## src/rtl/bram_fifo_reader_if.sv

```systemverilog
// ----------------------------------------------------------------------------
// bram_fifo_reader_if
//   Valid/ready stream carrying words out of the BRAM FIFO read controller.
//
//   m_data   : head word of the reader's output buffer
//   m_valid  : m_data holds a word
//   m_ready  : consumer accepts; a word moves when m_valid && m_ready
//
//   master : the reader (drives data/valid)
//   slave  : the consumer (drives ready)
// ----------------------------------------------------------------------------
interface bram_fifo_reader_if #(
  parameter int DATA_WIDTH = 25
);
  logic [DATA_WIDTH-1:0] m_data;
  logic                  m_valid;
  logic                  m_ready;

  modport master (output m_data, output m_valid, input m_ready);
  modport slave  (input m_data, input m_valid, output m_ready);
endinterface

```

## src/rtl/bram_fifo_reader.sv

```systemverilog
// ----------------------------------------------------------------------------
// bram_fifo_reader
//   Read-side controller for a flagless dual-port BRAM FIFO. Occupancy is
//   tracked by shadowing the writer's push strobe; fifo_rden is raised only
//   while the BRAM holds unread words and the 2-entry output buffer has room
//   for everything already committed to it. The buffer hides the one-cycle
//   BRAM read latency so the stream runs at one word per cycle.
//
// Ports
//   clk, rst       : clock, asynchronous active-high reset
//   clear_counter  : synchronous clear (only with FIFO_READER_CLEAR_EN)
//   wr_push        : copy of the writer's wren
//   fifo_do        : BRAM read data, valid the cycle after fifo_rden
//   fifo_rden      : BRAM read enable (advances the FIFO read pointer)
//   level          : words in the BRAM not yet read
//   empty          : nothing stored, nothing in flight, buffer empty
//   overflow       : sticky, a push arrived while the BRAM was full
//   strm           : output stream (bram_fifo_reader_if.master)
//
// Build option
//   FIFO_READER_CLEAR_EN : adds clear_counter, which drops all occupancy
//                          state on the next edge and blocks reads/pushes
//                          in the cycle it is high.
// ----------------------------------------------------------------------------
module bram_fifo_reader #(
  parameter int DATA_WIDTH = 25,
  parameter int DEPTH      = 256,
  parameter int LVL_W      = $clog2(DEPTH + 1)
) (
  input  logic                  clk,
  input  logic                  rst,
`ifdef FIFO_READER_CLEAR_EN
  input  logic                  clear_counter,
`endif
  input  logic                  wr_push,
  input  logic [DATA_WIDTH-1:0] fifo_do,
  output logic                  fifo_rden,
  output logic [LVL_W-1:0]      level,
  output logic                  empty,
  output logic                  overflow,
  bram_fifo_reader_if.master    strm
);

  logic [LVL_W-1:0]      lvl_q;
  logic                  ovf_q;
  logic                  inflight;
  logic [1:0]            bcnt;
  logic [DATA_WIDTH-1:0] buf0;   // head entry
  logic [DATA_WIDTH-1:0] buf1;
  logic                  clr;
  logic                  pop;
  logic                  rden;
  logic [2:0]            committed;

`ifdef FIFO_READER_CLEAR_EN
  assign clr = clear_counter;
`else
  assign clr = 1'b0;
`endif

  assign pop = (bcnt != 2'd0) && strm.m_ready;

  // Words that will sit in the buffer after this edge, not counting a read
  // issued now. pop implies bcnt>=1, so this never underflows.
  assign committed = {1'b0, bcnt} + {2'b00, inflight} - {2'b00, pop};

  // A read issued now lands in the buffer two edges later; keeping committed
  // below 2 guarantees that word always has a free slot.
  assign rden = !clr && (lvl_q != '0) && (committed < 3'd2);

  // ---------------------------------------------------------------- occupancy
  always_ff @(posedge clk or posedge rst) begin
    if (rst) begin
      lvl_q <= '0;
      ovf_q <= 1'b0;
    end else if (clr) begin
      lvl_q <= '0;
      ovf_q <= 1'b0;
    end else begin
      unique case ({wr_push, rden})
        2'b10: begin
          if (lvl_q == LVL_W'(DEPTH)) ovf_q <= 1'b1;   // push lost
          else                        lvl_q <= lvl_q + LVL_W'(1);
        end
        2'b01:   lvl_q <= lvl_q - LVL_W'(1);
        default: ;                                      // idle, or push+read
      endcase
    end
  end

  // ---------------------------------------------------------- read in flight
  always_ff @(posedge clk or posedge rst) begin
    if (rst)      inflight <= 1'b0;
    else if (clr) inflight <= 1'b0;
    else          inflight <= rden;
  end

  // ------------------------------------------------------------ output buffer
  // buf0 is always the head; a pop shifts buf1 forward, and a word arriving
  // on fifo_do fills the first slot left free after any pop.
  always_ff @(posedge clk or posedge rst) begin
    if (rst) begin
      bcnt <= 2'd0;
      buf0 <= '0;
      buf1 <= '0;
    end else if (clr) begin
      bcnt <= 2'd0;
    end else begin
      unique case ({inflight, pop})
        2'b10: begin
          if (bcnt == 2'd0) buf0 <= fifo_do;
          else              buf1 <= fifo_do;
          bcnt <= bcnt + 2'd1;
        end
        2'b01: begin
          buf0 <= buf1;
          bcnt <= bcnt - 2'd1;
        end
        2'b11: begin
          if (bcnt == 2'd2) begin
            buf0 <= buf1;
            buf1 <= fifo_do;
          end else begin
            buf0 <= fifo_do;
          end
        end
        default: ;
      endcase
    end
  end

  // ------------------------------------------------------------------ outputs
  assign fifo_rden    = rden;
  assign level        = lvl_q;
  assign overflow     = ovf_q;
  assign empty        = (lvl_q == '0) && !inflight && (bcnt == 2'd0);
  assign strm.m_data  = buf0;
  assign strm.m_valid = (bcnt != 2'd0);

endmodule

```

## src/flat_wrapper.sv

```systemverilog
// flat-port wrapper written by rule: the top's interface ports become plain ports
module bram_fifo_reader_flat 
#(
  parameter int DATA_WIDTH = 25,
  parameter int DEPTH      = 256,
  parameter int LVL_W      = $clog2(DEPTH + 1)
)
  (clk, rst, wr_push, fifo_do, fifo_rden, level, empty, overflow, strm_m_data, strm_m_valid, strm_m_ready);
  bram_fifo_reader_if #(.DATA_WIDTH(DATA_WIDTH)) strm_i ();
  input  logic clk;
  input  logic rst;
  input  logic wr_push;
  input  logic [DATA_WIDTH-1:0] fifo_do;
  output logic fifo_rden;
  output logic [LVL_W-1:0] level;
  output logic empty;
  output logic overflow;
  output wire logic [$bits(strm_i.m_data)-1:0] strm_m_data;
  output wire logic [$bits(strm_i.m_valid)-1:0] strm_m_valid;
  input wire logic [$bits(strm_i.m_ready)-1:0] strm_m_ready;
  assign strm_m_data = strm_i.m_data;
  assign strm_m_valid = strm_i.m_valid;
  assign strm_i.m_ready = strm_m_ready;
  bram_fifo_reader #(.DATA_WIDTH(DATA_WIDTH), .DEPTH(DEPTH), .LVL_W(LVL_W)) u_core (.clk(clk), .rst(rst), .wr_push(wr_push), .fifo_do(fifo_do), .fifo_rden(fifo_rden), .level(level), .empty(empty), .overflow(overflow), .strm(strm_i));
endmodule
```

## config.mk

```make
export PLATFORM = sky130hd
export DESIGN_NAME = bram_fifo_reader_flat
export DESIGN_NICKNAME = d
export VERILOG_FILES = /design/src/rtl/bram_fifo_reader_if.sv /design/src/rtl/bram_fifo_reader.sv /design/src/flat_wrapper.sv
export SDC_FILE = /design/constraint.sdc
export NUM_CORES = 1
export LEC_CHECK = 0
export CAP_MARGIN = 5
export CORE_ASPECT_RATIO = 2
export CORE_MARGIN = 4
export CORE_UTILIZATION = 54
export CTS_CLUSTER_DIAMETER = 150
export DETAILED_ROUTE_END_ITERATION = 7
export GPL_TIMING_DRIVEN = 0
export HOLD_SLACK_MARGIN = 0.15
export PLACE_DENSITY = 0.87
export SYNTH_ARGS = -nofsm -noshare
export SYNTH_HDL_FRONTEND = slang
export SYNTH_SLANG_ARGS = --single-unit
```

## constraint.sdc

```tcl
create_clock -name clk -period 12.1 [get_ports clk]
set_input_delay 3.63 -clock clk [delete_from_list [all_inputs] [get_ports clk]]
set_output_delay 3.63 -clock clk [all_outputs]
set_load 0.02 [all_outputs]
```

Word-level counts from Yosys, hierarchy flattened
Cells that the tools add are included.
{"block": "op_classes", "eq_ne": 11, "n_reduce_logical": 17, "order_cmp": 1, "mux": 9, "n_addsub": 6}
{"operator": "25-bit 2-to-1 mux", "count": 4}
{"operator": "25-bit one-hot mux with 3 select lines", "count": 1}
{"operator": "25-bit one-hot mux with 2 select lines", "count": 1}
{"operator": "9-bit one-hot mux with 2 select lines", "count": 1}
{"operator": "9-bit by 1-bit adder with 9-bit output, second input constant", "count": 1}
{"operator": "9-bit == test, second input constant", "count": 1}
{"operator": "9-bit zero test", "count": 1}
{"operator": "9-bit 2-to-1 mux", "count": 1}
{"operator": "9-bit nonzero test", "count": 1}
{"operator": "9-bit by 1-bit subtractor with 9-bit output, second input constant", "count": 1}
{"operator": "2-bit == test, second input constant", "count": 4}
{"operator": "2-bit nonzero test", "count": 4}
{"operator": "2-bit AND reduction", "count": 3}
{"operator": "2-bit by 1-bit == test with 1-bit output, second input constant", "count": 2}
{"operator": "1-bit logical AND", "count": 4}
{"operator": "2-bit by 1-bit inequality test with 1-bit output, second input constant", "count": 2}
{"operator": "2-bit inequality test, second input constant", "count": 2}
{"operator": "2-bit one-hot mux with 2 select lines", "count": 1}
{"operator": "2-bit by 1-bit adder with 3-bit output", "count": 1}
{"operator": "3-bit by 2-bit less-than comparator with 1-bit output, second input constant", "count": 1}
{"operator": "3-bit AND reduction", "count": 1}
{"operator": "3-bit nonzero test", "count": 1}
{"operator": "3-bit by 1-bit subtractor with 3-bit output", "count": 1}
{"operator": "2-bit by 1-bit adder with 2-bit output, second input constant", "count": 1}
{"operator": "3 further kinds", "count": 3}
{"block": "totals", "out_inout_bits": 38, "ff_bits": 63, "inputBits": 29, "word_cells": 50}

Depth between registers and ports, before layout
Gate-level depths: netlist of the first run.
{"block": "depth", "depth_word": 8, "mapped_depth": 15, "depth_no_buf": 14}

Worst setup path before layout of the first run
OpenSTA, ideal clock, no wires.
{"block": "synth_path", "path_type": "input-to-output", "startpoint": "input port strm_m_ready", "endpoint": "output port fifo_rden", "n_path_buf": 0, "arrival_time_ns": 5.380, "t_required_ns": 8.470, "cell_stages": 7, "setup_slack_ns": 3.090, "cell_sequence": "nor2b_1 -> ha_1 -> nand2b_1 -> fa_1 -> xnor2_1 -> nand2_2 -> nor2_1"}
{"block": "synth_via", "elab_chain_cells": 4}
{"element": "from (decl)", "line": "flat_wrapper.sv:20", "rtl": "input wire logic [$bits(strm_i.m_ready)-1:0] strm_m_ready;"}
{"element": "1-bit logical AND", "line": "bram_fifo_reader.sv:61", "rtl": "assign pop = (bcnt != 2'd0) && strm.m_ready;"}
{"element": "3-bit by 1-bit subtractor with 3-bit output", "line": "bram_fifo_reader.sv:65", "rtl": "assign committed = {1'b0, bcnt} + {2'b00, inflight} - {2'b00, pop};"}
{"element": "3-bit by 2-bit less-than comparator with 1-bit output", "line": "bram_fifo_reader.sv:69", "rtl": "assign rden = !clr && (lvl_q != '0) && (committed < 3'd2);"}
{"element": "1-bit logical AND", "line": "bram_fifo_reader.sv:69"}
{"element": "to (decl)", "line": "flat_wrapper.sv:14", "rtl": "output logic fifo_rden;"}
No other way between the ends.

Worst setup path after layout of the first run
Ends and elaborated chain as after synthesis.

==> flow_metrics.env, run 1 <==
export IMPL_wl_met2_um=3560
export IMPL_num_rows=38
export IMPL_diodes=0
export IMPL_critPathArrivalTime_ps=6410
export IMPL_critPathLaunchType="input pin"
export IMPL_io_buffers=65
export IMPL_area_growth_pct=29.8
export IMPL_grt_max_degree=45
export IMPL_outcome="finished clean"
export IMPL_gp_congestion=0.812
export IMPL_crit_type="in -> out"
export IMPL_slew_headroom_pct=51.9
export IMPL_cts_buffers=9
export IMPL_cts_tree="yes"
export IMPL_period_minus_slack_ps=10040
export IMPL_cp_cell_sequence="clkdlybuf4s50_1 > nor2b_1 > ha_1 > nand2b_1 > fa_1 > xnor2_1 > nand2_2 > nor2_1 > clkdlybuf4s50_1"
export IMPL_postCtsResizedCells=0
export IMPL_postSynthCellCount=262
export IMPL_skew_ps=8.10
export IMPL_tightest_slew_ps=717
export IMPL_antenna_left=0
export IMPL_grt_pass1_vias=2531
export IMPL_netlist_area_sq_um=3070
export IMPL_hp_class="reg -> reg"
export IMPL_netlist_area_leader_share_pct=51.3
export IMPL_syn_nets=304
export IMPL_synth_seq_area_share_pct=51.3
export IMPL_ys_seq_elements=63
export IMPL_grt_overflow=0
export IMPL_track_usage_pct=21.0
export IMPL_cp_top_family="buffers and inverters"
export IMPL_endpoint_kind="output port"
export IMPL_rsz0062_at_grt="false"
export IMPL_clk_pin_slew_worst_paths_ps=60
export IMPL_die_area_sq_um=7030
export IMPL_hold_viol=0
export IMPL_core_area_sq_um=5470
export IMPL_post_drt_wl_per_cell_um=16.2
export IMPL_seqCellArea_sq_um=1580
export IMPL_fin_hold_ws_ps=471
export IMPL_cp_num_buf_inv=2
export IMPL_synthTopCellsByArea="dfrtp_1 51%, mux2_1 9.2%, a22oi_1 6.1%"
export IMPL_viasPerCell=5.70
export IMPL_top_layer_used="met4"
export IMPL_clock_path_buffers=2
export IMPL_wl_met3_um=422
export IMPL_grt_pass1_wl_um=11000
export IMPL_cts_root_buf="clkbuf_8"
export IMPL_maxCapViolCount=0
export IMPL_place_area_sq_um=3820
export IMPL_crit_slowest_cell="clkdlybuf4s50_1"
export IMPL_drcViolationCount=0
export IMPL_leakagePower_nw=1.75
export IMPL_fillers=376
export IMPL_vdd_drop_max_v=0.000305
export IMPL_crit_fanout=6
export IMPL_drive_gt1_share_pct=11.1
export IMPL_dr_pass1_iters=4
export IMPL_finalSetupTns_ps=0
export IMPL_timing_final_crit_share_pct=83.0
export IMPL_final_util_pct=72.9
export IMPL_finalSetupViolCount=0
export IMPL_vias=2285
export IMPL_die_x_um=61.3
export IMPL_cp_data_required_time_ps=8470
export IMPL_post_synth_top_area_cell="dfrtp_1"
export IMPL_ys_warn_count=0
export IMPL_die_h_um=115
export IMPL_finalWirelength_um=6500
export IMPL_post_cts_repair_setup_buffers=0
export IMPL_io_pins=67
export IMPL_synth_distinct_cells=41
export IMPL_finalInstanceArea_sq_um=3990
export IMPL_nets=381
export IMPL_fmax_mhz=99.6
export IMPL_postSynthAreaPerCell_sq_um=11.7
export IMPL_wl_met1_um=2350
export IMPL_numClockSinks=63
export IMPL_cts_max_level=3
export IMPL_drv_slew=0
export IMPL_hold_buffers=0
export IMPL_antenna_found_initial=0
export IMPL_critical_path_max_stage_delay_ps=630
export IMPL_cp_common_cell="clkdlybuf4s50_1"
export IMPL_initial_core_util_pct=56.2
export IMPL_drtIter0Drc=66
export IMPL_multiInputGateArea_sq_um=1410
export IMPL_place_hpwl_um=5010
export IMPL_clk_latency_ps=330
export IMPL_powerDensity_nw_per_um2=333
## final cells by class
type	instances	area share [%]
plain buffers	13	1.41
repair buffers	66	16.8
flip-flops and latches	63	39.5
multi-input cells	179	35.4
well taps	60	1.88
clock buffers	12	4.14
clock inverters	1	0.126
inverters	7	0.659
## cells in the mapped netlist
cell      number
a211oi_1       1
a211oi_2       1
a21bo_2        1
a21o_1         3
a21oi_1        7
a21oi_4        1
a22o_1         1
a22oi_1       25
a31oi_1        2
a41o_1         1
and3_1         1
and3b_1        1
buf_2          3
buf_4          1
clkbuf_1       9
dfrtp_1       63
fa_1           2
ha_1          11
inv_1          5
inv_2          2
mux2_1        25
mux2_4         8
mux2i_1        2
nand2_1       29
nand2_2        1
nand2b_1       1
nand3_1        2
nand4_1        1
nor2_1         4
nor2_4         1
nor2b_1        1
nor3_2         1
nor3_4         1
o211ai_1       1
o21ai_0        1
o21ai_1       28
o22a_1         1
or3_1          1
or4_4          2
xnor2_1        7
xor2_1         3
## through the flow
step / std cells / setup slack, ps / total power [mW]
after floorplan: 262 / 3090 / 0.932
after detailed placement: 388 / 2030 / 1.18
final: 401 / 2060 / 1.33
after CTS: 401 / 2030 / 1.34
after global routing: 401 / 1800 / 1.43
after global placement: 387 / 2080 / 1.14
## logic make-up (layout without fill, tap and decap cells)
family | count (synthesis) | in the layout | synth area share [%]
multiplexers | 35 | 35 | 13.7
AO/OA/AOI/OAI | 74 | 74 | 15.8
adder cells (fa/ha/maj) | 13 | 13 | 5.79
flip-flops | 63 | 63 | 51.3
AND/OR/NAND/NOR | 47 | 47 | 7.82
XOR/XNOR | 10 | 10 | 2.85
buffers and inverters | 20 | 99 | 2.69
## final timing paths
path,from,to,slack (ps),cells after the start
max in group asynchronous,rst,u_core.level[3]$_DFFE_PP0P_,7910,3
min in group asynchronous,rst,u_core.strm.m_data[9]$_DFFE_PP0P_,3610,2
worst min register to register,u_core.overflow$_DFFE_PP0P_,u_core.overflow$_DFFE_PP0P_,470,1
worst max-delay path,strm_m_ready,fifo_rden,2060,9
worst min-delay path,u_core.overflow$_DFFE_PP0P_,u_core.overflow$_DFFE_PP0P_,470,1
worst max register to register,u_core.bcnt[0]$_DFFE_PP0N_,u_core.level[8]$_DFFE_PP0P_,7650,15
## report_power, final
part / leakage, nW / total, mW / internal, mW / switching [mW]
logic: 0.902 / 0.780 / 0.384 / 0.396
registers: 0.763 / 0.391 / 0.322 / 0.0688
clock network: 0.0902 / 0.158 / 0.0873 / 0.0710
## registers in the layout (all words and copies together) (netlist names)
register,count
u_core.buf1,25
u_core.strm.m_data,25
u_core.level,9
u_core.bcnt,2
u_core.inflight,1
u_core.overflow,1
## worst reg2reg max path, stage by stage (launching register included)
cell	delay [ps]
dfrtp_1	350
buf_2	170
nor2_1	280
nor2b_1	170
ha_1	350
nand2b_1	170
fa_1	380
xnor2_1	210
nand2_2	130
nor3_2	610
ha_1	420
a211oi_1	220
o21ai_1	140
a31oi_1	380
mux2i_1	130
a22o_1	220
## cell usage in the layout (no fill, tap or decap), drive strengths merged, types with 5 or more instances in the layout
| master | synthesis | routed |
|---|---|---|
| a22oi | 25 | 25 |
| ha | 11 | 11 |
| nor2 | 5 | 5 |
| xnor2 | 7 | 7 |
| mux2 | 33 | 33 |
| inv | 7 | 7 |
| o21ai | 29 | 29 |
| a21oi | 8 | 8 |
| buf | 4 | 5 |
| clkbuf | 9 | 21 |
| nand2 | 30 | 30 |
| clkdlybuf4s50 | 0 | 65 |
| dfrtp | 63 | 63 |
## routing by layer
metal	GRT usage (%)	vias up
met5	0	-
met4	10.4	0
met3	6.77	15
met2	37.2	68
met1	20.5	1108
li1	-	1094
Power figures use the tool's default switching activity.
==> run 2: changes to the inputs <==
Settings changed: CORE_UTILIZATION 54 to 46, PLACE_DENSITY 0.87 to 0.8.
Clock period 12.1 ns to 8.5 ns, I/O delays scaled along.
==> run 2 against run 1 <==
Compared with the run above: first-iteration DRC count grew 120%; count of clock-buffer cells in the layout shrank 1; via count grew 1.1%; sequential share of layout area shrank 1.7 points; global-route usage shrank 1.9 points; clock power grew 140%; register-to-register slack lost 3800 ps; non-clock buffer count is the same; flip-flop and latch count is the same.
==> flow_metrics.env, run 2 (synthesis results as in run 1) <==
export IMPL_cts_max_level=3
export IMPL_timing_final_crit_share_pct=92.9
export IMPL_fillers=467
export IMPL_leakagePower_nw=1.82
export IMPL_gp_congestion=0.786
export IMPL_total_power_mw=2.06
export IMPL_vdd_drop_max_v=0.000334
export IMPL_track_usage_pct=19.1
export IMPL_grt_pass1_vias=2477
export IMPL_slew_headroom_pct=46.5
export IMPL_drive_gt1_share_pct=11.4
export IMPL_die_area_sq_um=8130
export IMPL_drtIter0Drc=147
export IMPL_core_area_sq_um=6410
export IMPL_diodes=0
export IMPL_finalSetupTns_ps=0
export IMPL_critPathLaunchType="input pin"
export IMPL_final_util_pct=64.9
export IMPL_crit_type="in -> out"
export IMPL_cp_top_family="buffers and inverters"
export IMPL_skew_ps=7.30
export IMPL_initial_core_util_pct=47.9
export IMPL_p_clk_share_pct=18.4
export IMPL_cp_common_cell="clkdlybuf4s50_1"
export IMPL_numClockSinks=63
export IMPL_critical_path_max_stage_delay_ps=620
export IMPL_die_x_um=65.8
export IMPL_cts_buffers=9
export IMPL_final_cell_mix="65 x clkdlybuf4s50_1, 63 x dfrtp_1, 29 x nand2_1, 28 x o21ai_1"
export IMPL_finalWirelength_um=7230
export IMPL_hold_viol=0
export IMPL_io_pins=67
export IMPL_numPlacedInstances=414
export IMPL_period_minus_slack_ps=7900
export IMPL_grt_overflow=0
export IMPL_crit_slowest_cell="clkdlybuf4s50_1"
export IMPL_hold_buffers=0
export IMPL_rsz0062_at_grt="false"
export IMPL_switching_share_pct=38.6
export IMPL_postCtsResizedCells=0
export IMPL_drv_slew=0
export IMPL_dr_pass1_iters=5
export IMPL_critPathArrivalTime_ps=5350
export IMPL_cts_tree="yes"
export IMPL_powerDensity_nw_per_um2=496
export IMPL_outcome="finished clean"
export IMPL_power_switching_mw=0.797
export IMPL_clk_latency_ps=320
export IMPL_tightest_slew_ps=798
export IMPL_place_area_sq_um=3850
export IMPL_combPwrFrac_pct=54.4
export IMPL_hp_class="reg -> reg"
export IMPL_multiInputGateArea_sq_um=1410
export IMPL_cp_data_required_time_ps=5950
export IMPL_area_growth_pct=35.5
export IMPL_nets=381
export IMPL_finalNonFillerCells=429
export IMPL_antenna_left=0
export IMPL_cp_num_buf_inv=2
export IMPL_post_drt_wl_per_cell_um=16.9
export IMPL_fin_hold_ws_ps=472
export IMPL_vias=2311
export IMPL_power_frac_seq_pct=27.1
export IMPL_cp_cell_sequence="clkdlybuf4s50_1 > nor2b_1 > ha_1 > nand2b_1 > fa_1 > xnor2_1 > nand2_2 > nor2_1 > clkdlybuf4s50_1"
export IMPL_viasPerCell=5.39
export IMPL_finalSetupViolCount=0
export IMPL_place_hpwl_um=5520
export IMPL_final_common_cell="clkdlybuf4s50_1"
export IMPL_maxCapViolCount=0
export IMPL_crit_fanout=6
export IMPL_clk_pin_slew_worst_paths_ps=50
export IMPL_num_rows=41
export IMPL_worst_slack_ps=601
export IMPL_place_ws_ps=625
export IMPL_cts_root_buf="clkbuf_16"
export IMPL_fmax_mhz=127
export IMPL_clock_path_buffers=2
export IMPL_grt_pass1_wl_um=11600
export IMPL_die_h_um=124
export IMPL_drcViolationCount=0
export IMPL_post_cts_repair_setup_buffers=0
export IMPL_endpoint_kind="output port"
export IMPL_grt_max_degree=44
export IMPL_io_buffers=65
export IMPL_antenna_found_initial=0
export IMPL_finalInstanceArea_sq_um=4160
export IMPL_seqCellArea_sq_um=1580
export IMPL_p_int_mw=1.27
## run 2: changes by cell type in the layout (fill, tap and decap cells not counted), sizes merged
cell	before	now
clkinv	1	2
bufinv	0	2
clkbuf	21	20
## run 2: power groups by stage
stage	clock, mW	sequential [mW]	combinational [mW]
finish	0.381	0.560	1.12
global route	0.399	0.583	1.22
global placement	0	0.553	1.08
detailed placement	0	0.563	1.12
CTS	0.387	0.561	1.13
floorplan	0	0.641	0.687
## run 2: cell type report
| type | count | share of cell area, % |
|---|---|---|
| Sequential cell | 63 | 37.9 |
| Multi-Input combinational cell | 179 | 33.9 |
| Timing Repair Buffer | 66 | 16.1 |
| Clock buffer | 11 | 5.83 |
| Tap cell | 86 | 2.59 |
| Clock inverter | 4 | 1.68 |
| Buffer | 13 | 1.35 |
| Inverter | 7 | 0.631 |
## run 2: worst paths after layout
kind                                                  start                            endpoint  slack (ps)  cells after the start
worst max-delay path                           strm_m_ready                           fifo_rden         600                      9
worst min-delay path            u_core.overflow$_DFFE_PP0P_         u_core.overflow$_DFFE_PP0P_         470                      1
worst max register to register   u_core.bcnt[0]$_DFFE_PP0N_         u_core.level[8]$_DFFE_PP0P_        3860                     15
worst min register to register  u_core.overflow$_DFFE_PP0P_         u_core.overflow$_DFFE_PP0P_         470                      1
max in group asynchronous                               rst         u_core.level[6]$_DFFE_PP0P_        5370                      3
min in group asynchronous                               rst  u_core.strm.m_data[13]$_DFFE_PP0P_        2550                      2
## run 2: per-layer routing
layer  track usage, %  vias up  wire length, um
li1                 -     1102                -
met1             18.4     1133             2540
met2             37.5       64             4270
met3             3.82       12              255
met4             8.05        0              162
met5                0        -                0
